[src/rtl/fetch_unit.sv]
// Multi-cycle Y86-64 fetch stage: reads instruction bytes over a byte-wide req/ack port
// and decodes icode/ifun/rA/rB/valC/valP. Optional ack timeout under FETCH_TIMEOUT_EN.
module fetch_unit #(
    parameter int unsigned MEM_SIZE       = 1024,
    parameter int unsigned TIMEOUT_CYCLES = 16
) (
    input  logic        clk,
    input  logic        reset,
    input  logic [63:0] PC_in,
    input  logic        start,
    output logic        mem_req,
    output logic [63:0] mem_addr,
    input  logic [7:0]  mem_rdata,
    input  logic        mem_ack,
    output logic [3:0]  icode,
    output logic [3:0]  ifun,
    output logic [3:0]  rA,
    output logic [3:0]  rB,
    output logic [63:0] valC,
    output logic [63:0] valP,
    output logic        valid,
    output logic        busy,
    output logic        imem_error,
    output logic        instr_invalid
);
    typedef enum logic [1:0] {S_IDLE, S_FETCH, S_DONE} state_t;

    state_t      state, state_nx;
    logic [63:0] pc;
    logic [3:0]  cnt;
    logic [3:0]  cur_icode;
    logic [3:0]  len;
    logic [3:0]  vsel;
    logic [63:0] addr;
    logic        in_range;
    logic        xfer;
    logic        last;
    logic        timeout;
`ifdef FETCH_TIMEOUT_EN
    logic [31:0] wcnt;
`endif

    // Invalid icodes report length 1 so they finish right after byte 0.
    function automatic logic [3:0] ilen(input logic [3:0] ic);
        case (ic)
            4'h2, 4'h6, 4'hA, 4'hB: ilen = 4'd2;
            4'h7, 4'h8:             ilen = 4'd9;
            4'h3, 4'h4, 4'h5:       ilen = 4'd10;
            default:                ilen = 4'd1;
        endcase
    endfunction

    always_comb begin
        addr      = pc + {60'd0, cnt};
        in_range  = addr < 64'(MEM_SIZE);
        mem_req   = (state == S_FETCH) && in_range;
        mem_addr  = addr;
        xfer      = mem_req && mem_ack;
        cur_icode = (cnt == 4'd0) ? mem_rdata[7:4] : icode;
        len       = ilen(cur_icode);
        last      = xfer && (cnt == len - 4'd1);
        vsel      = cnt - ((len == 4'd10) ? 4'd2 : 4'd1);
        valid     = (state == S_DONE);
        busy      = (state != S_IDLE);
`ifdef FETCH_TIMEOUT_EN
        timeout   = mem_req && !mem_ack && (wcnt == TIMEOUT_CYCLES - 1);
`else
        timeout   = 1'b0;
`endif
    end

    always_comb begin
        state_nx = state;
        case (state)
            S_IDLE:  if (start) state_nx = S_FETCH;
            S_FETCH: if (!in_range || timeout || last) state_nx = S_DONE;
            S_DONE:  state_nx = S_IDLE;
            default: state_nx = S_IDLE;
        endcase
    end

    always_ff @(posedge clk) begin
        if (reset) state <= S_IDLE;
        else       state <= state_nx;
    end

    always_ff @(posedge clk) begin
        if (reset) begin
            pc            <= '0;
            cnt           <= '0;
            icode         <= '0;
            ifun          <= '0;
            rA            <= 4'hF;
            rB            <= 4'hF;
            valC          <= '0;
            valP          <= '0;
            imem_error    <= 1'b0;
            instr_invalid <= 1'b0;
`ifdef FETCH_TIMEOUT_EN
            wcnt          <= '0;
`endif
        end else begin
            case (state)
                S_IDLE: if (start) begin
                    pc            <= PC_in;
                    cnt           <= '0;
                    icode         <= '0;
                    ifun          <= '0;
                    rA            <= 4'hF;
                    rB            <= 4'hF;
                    valC          <= '0;
                    valP          <= '0;
                    imem_error    <= 1'b0;
                    instr_invalid <= 1'b0;
`ifdef FETCH_TIMEOUT_EN
                    wcnt          <= '0;
`endif
                end
                S_FETCH: begin
                    if (!in_range || timeout) begin
                        imem_error <= 1'b1;
                        icode      <= 4'h1;
                        ifun       <= '0;
                        rA         <= 4'hF;
                        rB         <= 4'hF;
                        valC       <= '0;
                        valP       <= pc;
                    end else if (xfer) begin
                        cnt <= cnt + 4'd1;
`ifdef FETCH_TIMEOUT_EN
                        wcnt <= '0;
`endif
                        if (cnt == 4'd0) begin
                            icode <= mem_rdata[7:4];
                            ifun  <= mem_rdata[3:0];
                            if (mem_rdata[7:4] > 4'hB) instr_invalid <= 1'b1;
                        end else if (cnt == 4'd1 && len != 4'd9) begin
                            rA <= mem_rdata[7:4];
                            rB <= mem_rdata[3:0];
                        end else begin
                            valC <= valC | ({56'd0, mem_rdata} << {vsel[2:0], 3'b000});
                        end
                        if (last) valP <= pc + {60'd0, len};
                    end
`ifdef FETCH_TIMEOUT_EN
                    else if (mem_req) begin
                        wcnt <= wcnt + 32'd1;
                    end
`endif
                end
                default: ;
            endcase
        end
    end
endmodule

[config.mk]
export PLATFORM = sky130hd
export DESIGN_NAME = fetch_unit
export DESIGN_NICKNAME = d
export VERILOG_FILES = /design/src/rtl/fetch_unit.sv
export SDC_FILE = /design/constraint.sdc
export NUM_CORES = 1
export LEC_CHECK = 0
export CAP_MARGIN = 20
export CORE_MARGIN = 5
export CORE_UTILIZATION = 52
export CTS_BUF_LIST = sky130_fd_sc_hd__clkbuf_2
export DETAILED_ROUTE_END_ITERATION = 6
export PLACE_DENSITY = 0.83
export SLEW_MARGIN = 25
export SYNTH_ARGS = -nofsm -noshare
export SYNTH_HDL_FRONTEND = slang
export SYNTH_SLANG_ARGS = --single-unit
[constraint.sdc]
create_clock -name clk -period 7.6 [get_ports clk]
set_clock_uncertainty 0.15 [all_clocks]
set_input_delay 1.52 -clock clk [delete_from_list [all_inputs] [get_ports clk]]
set_output_delay 1.52 -clock clk [all_outputs]
set_load 0.01 [all_outputs]
==> reports/results.ini, run 1 <==
[grt]
grt_busiest_layer=met2
grt_pass1_wl_mm=60.1
met2_usage=0.510
antenna_found_initial=1
met3_usage=0.0846
met1_usage=0.379
grt_pass1_vias=11000
gr-total-overflow=0
grt_max_degree=72
track_usage=0.308

[critical_path]
cp_data_arrival_time_ns=5.41
crit_fanout=25
cp-end-kind=primary output
critical_path_class=reg -> out
cp.required_ns=5.93
startpoint_type=flip-flop

[logic_synthesis]
synth_cell_types=77
synth_edf_count=0
synth_async_sr_flop_share=0
syn_area_sq_um=11000
syn_inst=1311
syn_nets=1404
synth.top_cell.area_share=0.394
ys_seq_area_frac=0.394
synth-seq-cells=216
synth.avg_cell_area_sq_um=8.37
yosysMostFrequentCell=dfxtp_1
yosys_warnings=0
yosys-top-cells-area=dfxtp_1 (39%), nand2_1 (6.0%), a21oi_1 (4.0%), a32o_1 (3.4%), xnor2_1 (3.3%)
ys.flop_type=dfxtp_1
synth.largest_area_cell=dfxtp_1
synthTopCellsByCount=dfxtp_1 (216), nand2_1 (175), a21oi_1 (87), nor2_1 (86), clkbuf_1 (71)

[routing]
drc=0
drt_iter0_drc=891
via_per_inst=6.10
drt-wirelength-per-cell_um=20.9
routed_wl_mm=38.8
via_count=11300
drtPass1Iterations=6
postRouteAntennaNets=0

[timing]
rsz0062_at_grt=false
worstMarginPinSlew_ns=1.07
maxSlewHeadroom=0.286
finalSetupViolCount=0
fin_tns_setup_ns=0
slew_viol_final=0
min_period_over_period=0.931
fin_crit_ns=7.08
hold_viol=0
fmax_ghz=0.141

[floorplanning]
die_w_um=155
die_y_um=155
initial_core_util=0.526
core-area_sq_um=20900
ios=289
num_rows=53
dieArea_sq_um=24100

[clock_tree]
clk_pin_slew_worst_paths_ns=0.09
cts_buffers=53
clock_sinks=216
clockBufferDepth=3
cts_root_buf=clkbuf_2
htree_num_levels=2
clk-insertion-delay-late_ns=0.84
cts_hold_buf=0
post_cts_buffers=0
cts_resized=0
tritoncts=done

[power_and_ir_drop]
pwr-share-seq=0.530
ir_worst_vdd_mv=0.102
power.share.clock=0.307
pwr-share-comb=0.163
p_sw_frac=0.314
p_int_mw=1.58
cellLeakagePower_nw=5.07
p_per_area_nw_per_um2=162
p_switching_mw=0.724

[finish]
nets=1642
synthToLayoutAreaGrowth_pct=29.8
drive_gt1_frac=0.0868
fillers=1802
fin_util=0.682

[min_path]
min_path_type=reg -> reg

[run]
drv_cap=0

[status]
outcome=finished, final reports clean

[place]
hpwlAfterDp_mm=28.2
port_buffers=288
gp_congestion=0.953

[worst max-delay path, stage by stage, from the launching register on]
cell	delay, ns
dfxtp_1	0.41
ha_1	0.44
nand3_1	0.14
o2bb2ai_1	0.55
nand4_1	0.57
o21ai_0	0.39
nand4_1	0.10
or4_1	0.51
nor4_2	0.29
buf_4	0.23
nand3_1	0.09
buf_4	0.23
inv_1	0.08
clkdlybuf4s50_1	0.53
[stage by stage]
stage          std cells  setup WS, ns  area (sq um)  hold slack, ns  power, mW
5_1_grt             1854        0.0852         14300           0.340       2.41
4_1_cts             1852         0.485         14200           0.323       2.31
3_3_place_gp        1768          1.42         13800           0.296       1.61
6_report            1854         0.524         14300           0.318       2.30
3_5_place_dp        1768          1.44         13800           0.300       1.61
2_1_floorplan       1311          2.31         11000           0.311       1.44
[flip-flops by register name, indices dropped and copies added (netlist names)]
signal         flops
ifun               4
valP              64
rB                 4
cnt                4
valC              64
rA                 4
imem_error         1
icode              4
pc                64
instr_invalid      1
state              2
[power groups by stage]
stage / clock [mW] / sequential, mW / combinational, mW
after CTS: 0.724 / 1.22 / 0.370
final: 0.708 / 1.22 / 0.375
after global routing: 0.780 / 1.22 / 0.403
after global placement: 0 / 1.24 / 0.366
after detailed placement: 0 / 1.24 / 0.367
after floorplan: 0 / 1.21 / 0.231
[cells in the final DEF (no fill, tap or decap), types with 31 or more instances in the layout]
cell type | netlist | routed
clkdlybuf4s50_1 | 0 | 287
dfxtp_1 | 216 | 216
nand2_1 | 175 | 174
a21oi_1 | 87 | 85
nor2_1 | 86 | 85
clkbuf_2 | 3 | 74
nand3_1 | 51 | 51
nand4_1 | 44 | 44
nor3_1 | 43 | 43
xnor2_1 | 41 | 41
a32o_1 | 37 | 37
nor4_1 | 32 | 31
xor2_1 | 31 | 31
[cells by family after synthesis]
kind of cell | Yosys count | synth area share
flops | 216 | 0.394
buf+inv | 149 | 0.0610
mux | 19 | 0.0174
simple gates | 534 | 0.246
xor+xnor | 72 | 0.0574
compound gates | 304 | 0.203
fa+ha+maj | 17 | 0.0214
[path summary, 6_finish.rpt]
path                                from       end  slack (ns)  depth (start not counted)
worst min-delay path            valC[22]  valC[22]        0.32                          1
worst min register to register  valC[22]  valC[22]        0.32                          1
worst max register to register    cnt[3]  valP[25]        1.86                         12
worst max-delay path              cnt[3]   mem_req        0.52                         13
[final cells by class]
cell class / instances / area [sq um] / area share
Multi-Input combinational cell: 946 / 6030 / 0.423
Tap cell: 275 / 344 / 0.0241
Sequential cell: 216 / 4320 / 0.303
Clock inverter: 10 / 48.8 / 0.00342
Timing Repair Buffer: 307 / 3040 / 0.213
Antenna cell: 1 / 2.50 / 0.000176
Inverter: 25 / 93.8 / 0.00658
Clock buffer: 74 / 370 / 0.0260
[metal layers]
metal  part of all wire  wire length, um
met2               0.47            18400
met4              0.038             1490
met1               0.40            15600
met3              0.088             3420
met5                  0                0
No activity file was read; power rests on OpenSTA's default activity.
==> run 2: changes to the inputs <==
--- a/config.mk
+++ b/config.mk
@@ -8,10 +8,10 @@
 export CAP_MARGIN = 20
 export CORE_MARGIN = 5
 export CORE_UTILIZATION = 52
-export CTS_BUF_LIST = sky130_fd_sc_hd__clkbuf_2
+export CTS_BUF_LIST = sky130_fd_sc_hd__clkbuf_4 sky130_fd_sc_hd__clkbuf_8
 export DETAILED_ROUTE_END_ITERATION = 6
 export PLACE_DENSITY = 0.83
-export SLEW_MARGIN = 25
+export SLEW_MARGIN = 10
 export SYNTH_ARGS = -nofsm -noshare
 export SYNTH_HDL_FRONTEND = slang
 export SYNTH_SLANG_ARGS = --single-unit
==> run 2 against run 1 <==
- utilization increased by 1.7 points
- global-route usage rose by 0.25 points
- die area unchanged
- clock power grew 54%
==> reports/results.ini, run 2 (synthesis gave the netlist of run 1 again) <==
[finish]
mostFrequentLayoutCell=clkdlybuf4s50_1
nets=1624  ; -1.1%
regArea_sq_um=4320  ; unchanged
diodes=0  ; -1
final_cell_area_sq_um=14600  ; +2.4%
fillers=1709  ; -5.2%
reg_top3=pc: 64 flops, valC: 64 flops, valP: 64 flops
multiInputGateArea_sq_um=6030  ; unchanged
drive_gt1_frac=0.0796  ; -0.00723
stdcell_count=1833  ; -1.1%
synthToLayoutAreaGrowth_pct=33.0
most-common-layout-cells=clkdlybuf4s50_1 (287), dfxtp_1 (216), nand2_1 (174)

[floorplanning]
dieArea_sq_um=24100  ; unchanged
core-area_sq_um=20900  ; unchanged
num_rows=53  ; unchanged
initial_core_util=0.526  ; unchanged
die_y_um=155  ; unchanged
die_w_um=155  ; unchanged
ios=289  ; unchanged

[min_path]
whs_path_depth=1  ; unchanged
min_path_type=reg -> reg

[clock_tree]
post_cts_buffers=0  ; unchanged
clock_sinks=216  ; unchanged
cts_root_buf=clkbuf_8
cts_hold_buf=0  ; unchanged
cts_resized=0  ; unchanged
clk-insertion-delay-late_ns=0.54  ; -0.30 ns
clockBufferDepth=3  ; unchanged
tritoncts=done
clk_pin_slew_worst_paths_ns=0.06  ; -0.03 ns
htree_num_levels=2  ; unchanged
cts_buffers=35  ; -34%

[place]
post-place-ws_ns=1.44  ; unchanged
dp.cells=1768  ; unchanged
hpwlAfterDp_mm=28.2  ; unchanged
gp_congestion=0.953  ; unchanged
port_buffers=288  ; unchanged
post_dp_cell_area_sq_um=13800  ; unchanged

[status]
outcome=finished, final reports clean

[grt]
antenna_found_initial=0  ; -1
track_usage=0.311  ; +0.00249
gr-total-overflow=0  ; unchanged
grt_pass1_vias=10900  ; -1.6%
grt_pass1_wl_mm=60.5  ; +0.54%
grt_max_degree=72  ; unchanged

[timing]
fin_crit_ns=6.76  ; -0.320 ns
setup_ws_ns=0.844  ; +0.320 ns
hold_viol=0  ; unchanged
worstMarginPinSlew_ns=1.09  ; +0.0208 ns
slew_viol_final=0  ; unchanged
fin_tns_setup_ns=0  ; unchanged
maxSlewHeadroom=0.272  ; -0.0139
finalSetupViolCount=0  ; unchanged
fmax_ghz=0.148  ; +4.7%
min_period_over_period=0.889  ; -0.0421
rsz0062_at_grt=false

[routing]
drt_iter0_drc=978  ; +9.8%
drt-wirelength-per-cell_um=21.3  ; +1.6%
postRouteAntennaNets=0  ; unchanged
drtPass1Iterations=6  ; unchanged
drc=0  ; unchanged
routed_wl_mm=39.0  ; +0.49%
via_count=11300  ; -0.52%
via_per_inst=6.14  ; +0.62%

[critical_path]
rrSetupSlack_ns=1.90  ; +0.04 ns
startpoint_type=flip-flop
crit_fanout=25  ; unchanged
cp-end-kind=primary output
reg2reg_depth=12  ; unchanged
critical_path_class=reg -> out
cp.required_ns=5.93  ; about the same
cp_data_arrival_time_ns=5.09  ; -0.32 ns

[power_and_ir_drop]
pwr-share-comb=0.140  ; -0.023
power.share.clock=0.405  ; +0.098
p_int_mw=1.93  ; +23%
p_switching_mw=0.750  ; +3.6%
ir_worst_vdd_mv=0.168  ; +65%
p_sw_frac=0.279  ; -0.0350
cellLeakagePower_nw=5.17  ; +1.9%
p_per_area_nw_per_um2=184  ; +14%
pwr-share-seq=0.455  ; -0.075

[run]
drv_cap=0  ; unchanged

==> run 2: cell types whose count changed in the layout (fill, tap and decap cells not counted) <==
cell / before / now
clkbuf_8: 0 / 46
inv_6: 0 / 2
clkinvlp_4: 3 / 0
clkbuf_4: 0 / 13
inv_8: 0 / 1
clkinv_2: 0 / 2
clkbuf_2: 74 / 0
diode_2: 1 / 0
clkinv_1: 7 / 0
==> run 2: layout make-up <==
cell class / count / area share
repair buffers: 307 / 0.208
inverters: 25 / 0.00643
multi-input cells: 946 / 0.413
well taps: 275 / 0.0236
flip-flops and latches: 216 / 0.296
clock buffers: 59 / 0.0500
clock inverters: 5 / 0.00266
==> run 2: power groups by stage <==
stage / registers [mW] / clock network [mW] / logic (mW)
floorplan: 1.21 / 0 / 0.231
global placement: 1.24 / 0 / 0.366
detailed placement: 1.24 / 0 / 0.367
CTS: 1.22 / 1.10 / 0.370
global route: 1.23 / 1.15 / 0.403
finish: 1.22 / 1.09 / 0.375
==> run 2: path summary, 6_finish.rpt <==
| check | start | to |
|---|---|---|
| max | cnt[3] | mem_req |
| min | valC[22] | valC[22] |
| max reg2reg | cnt[3] | valP[25] |
| min reg2reg | valC[22] | valC[22] |
==> run 2: layer usage <==
layer	GRT usage	up-vias	part of all wire
li1	-	5211	-
met1	0.391	5390	0.40
met2	0.513	543	0.48
met3	0.0793	108	0.087
met4	0.122	0	0.035
met5	0	-	0
==> run 2: worst max-delay path, cell delays in order (launching register included) <==
cell             delay (ns)
dfxtp_1                0.40
ha_1                   0.43
nand3_1                0.13
o2bb2ai_1              0.56
nand4_1                0.56
o21ai_0                0.39
nand4_1                0.11
or4_1                  0.52
nor4_2                 0.29
buf_4                  0.23
nand3_1                0.09
buf_4                  0.23
inv_1                  0.08
clkdlybuf4s50_1        0.53
==> run 2: metrics by stage <==
stage	util	power, mW	hold WS (ns)
5_1_grt	0.699	2.78	0.330
4_1_cts	0.698	2.68	0.316
3_5_place_dp	0.661	1.61	0.300
3_3_place_gp	0.661	1.61	0.296
6_report	0.699	2.68	0.311
2_1_floorplan	-	1.44	0.311
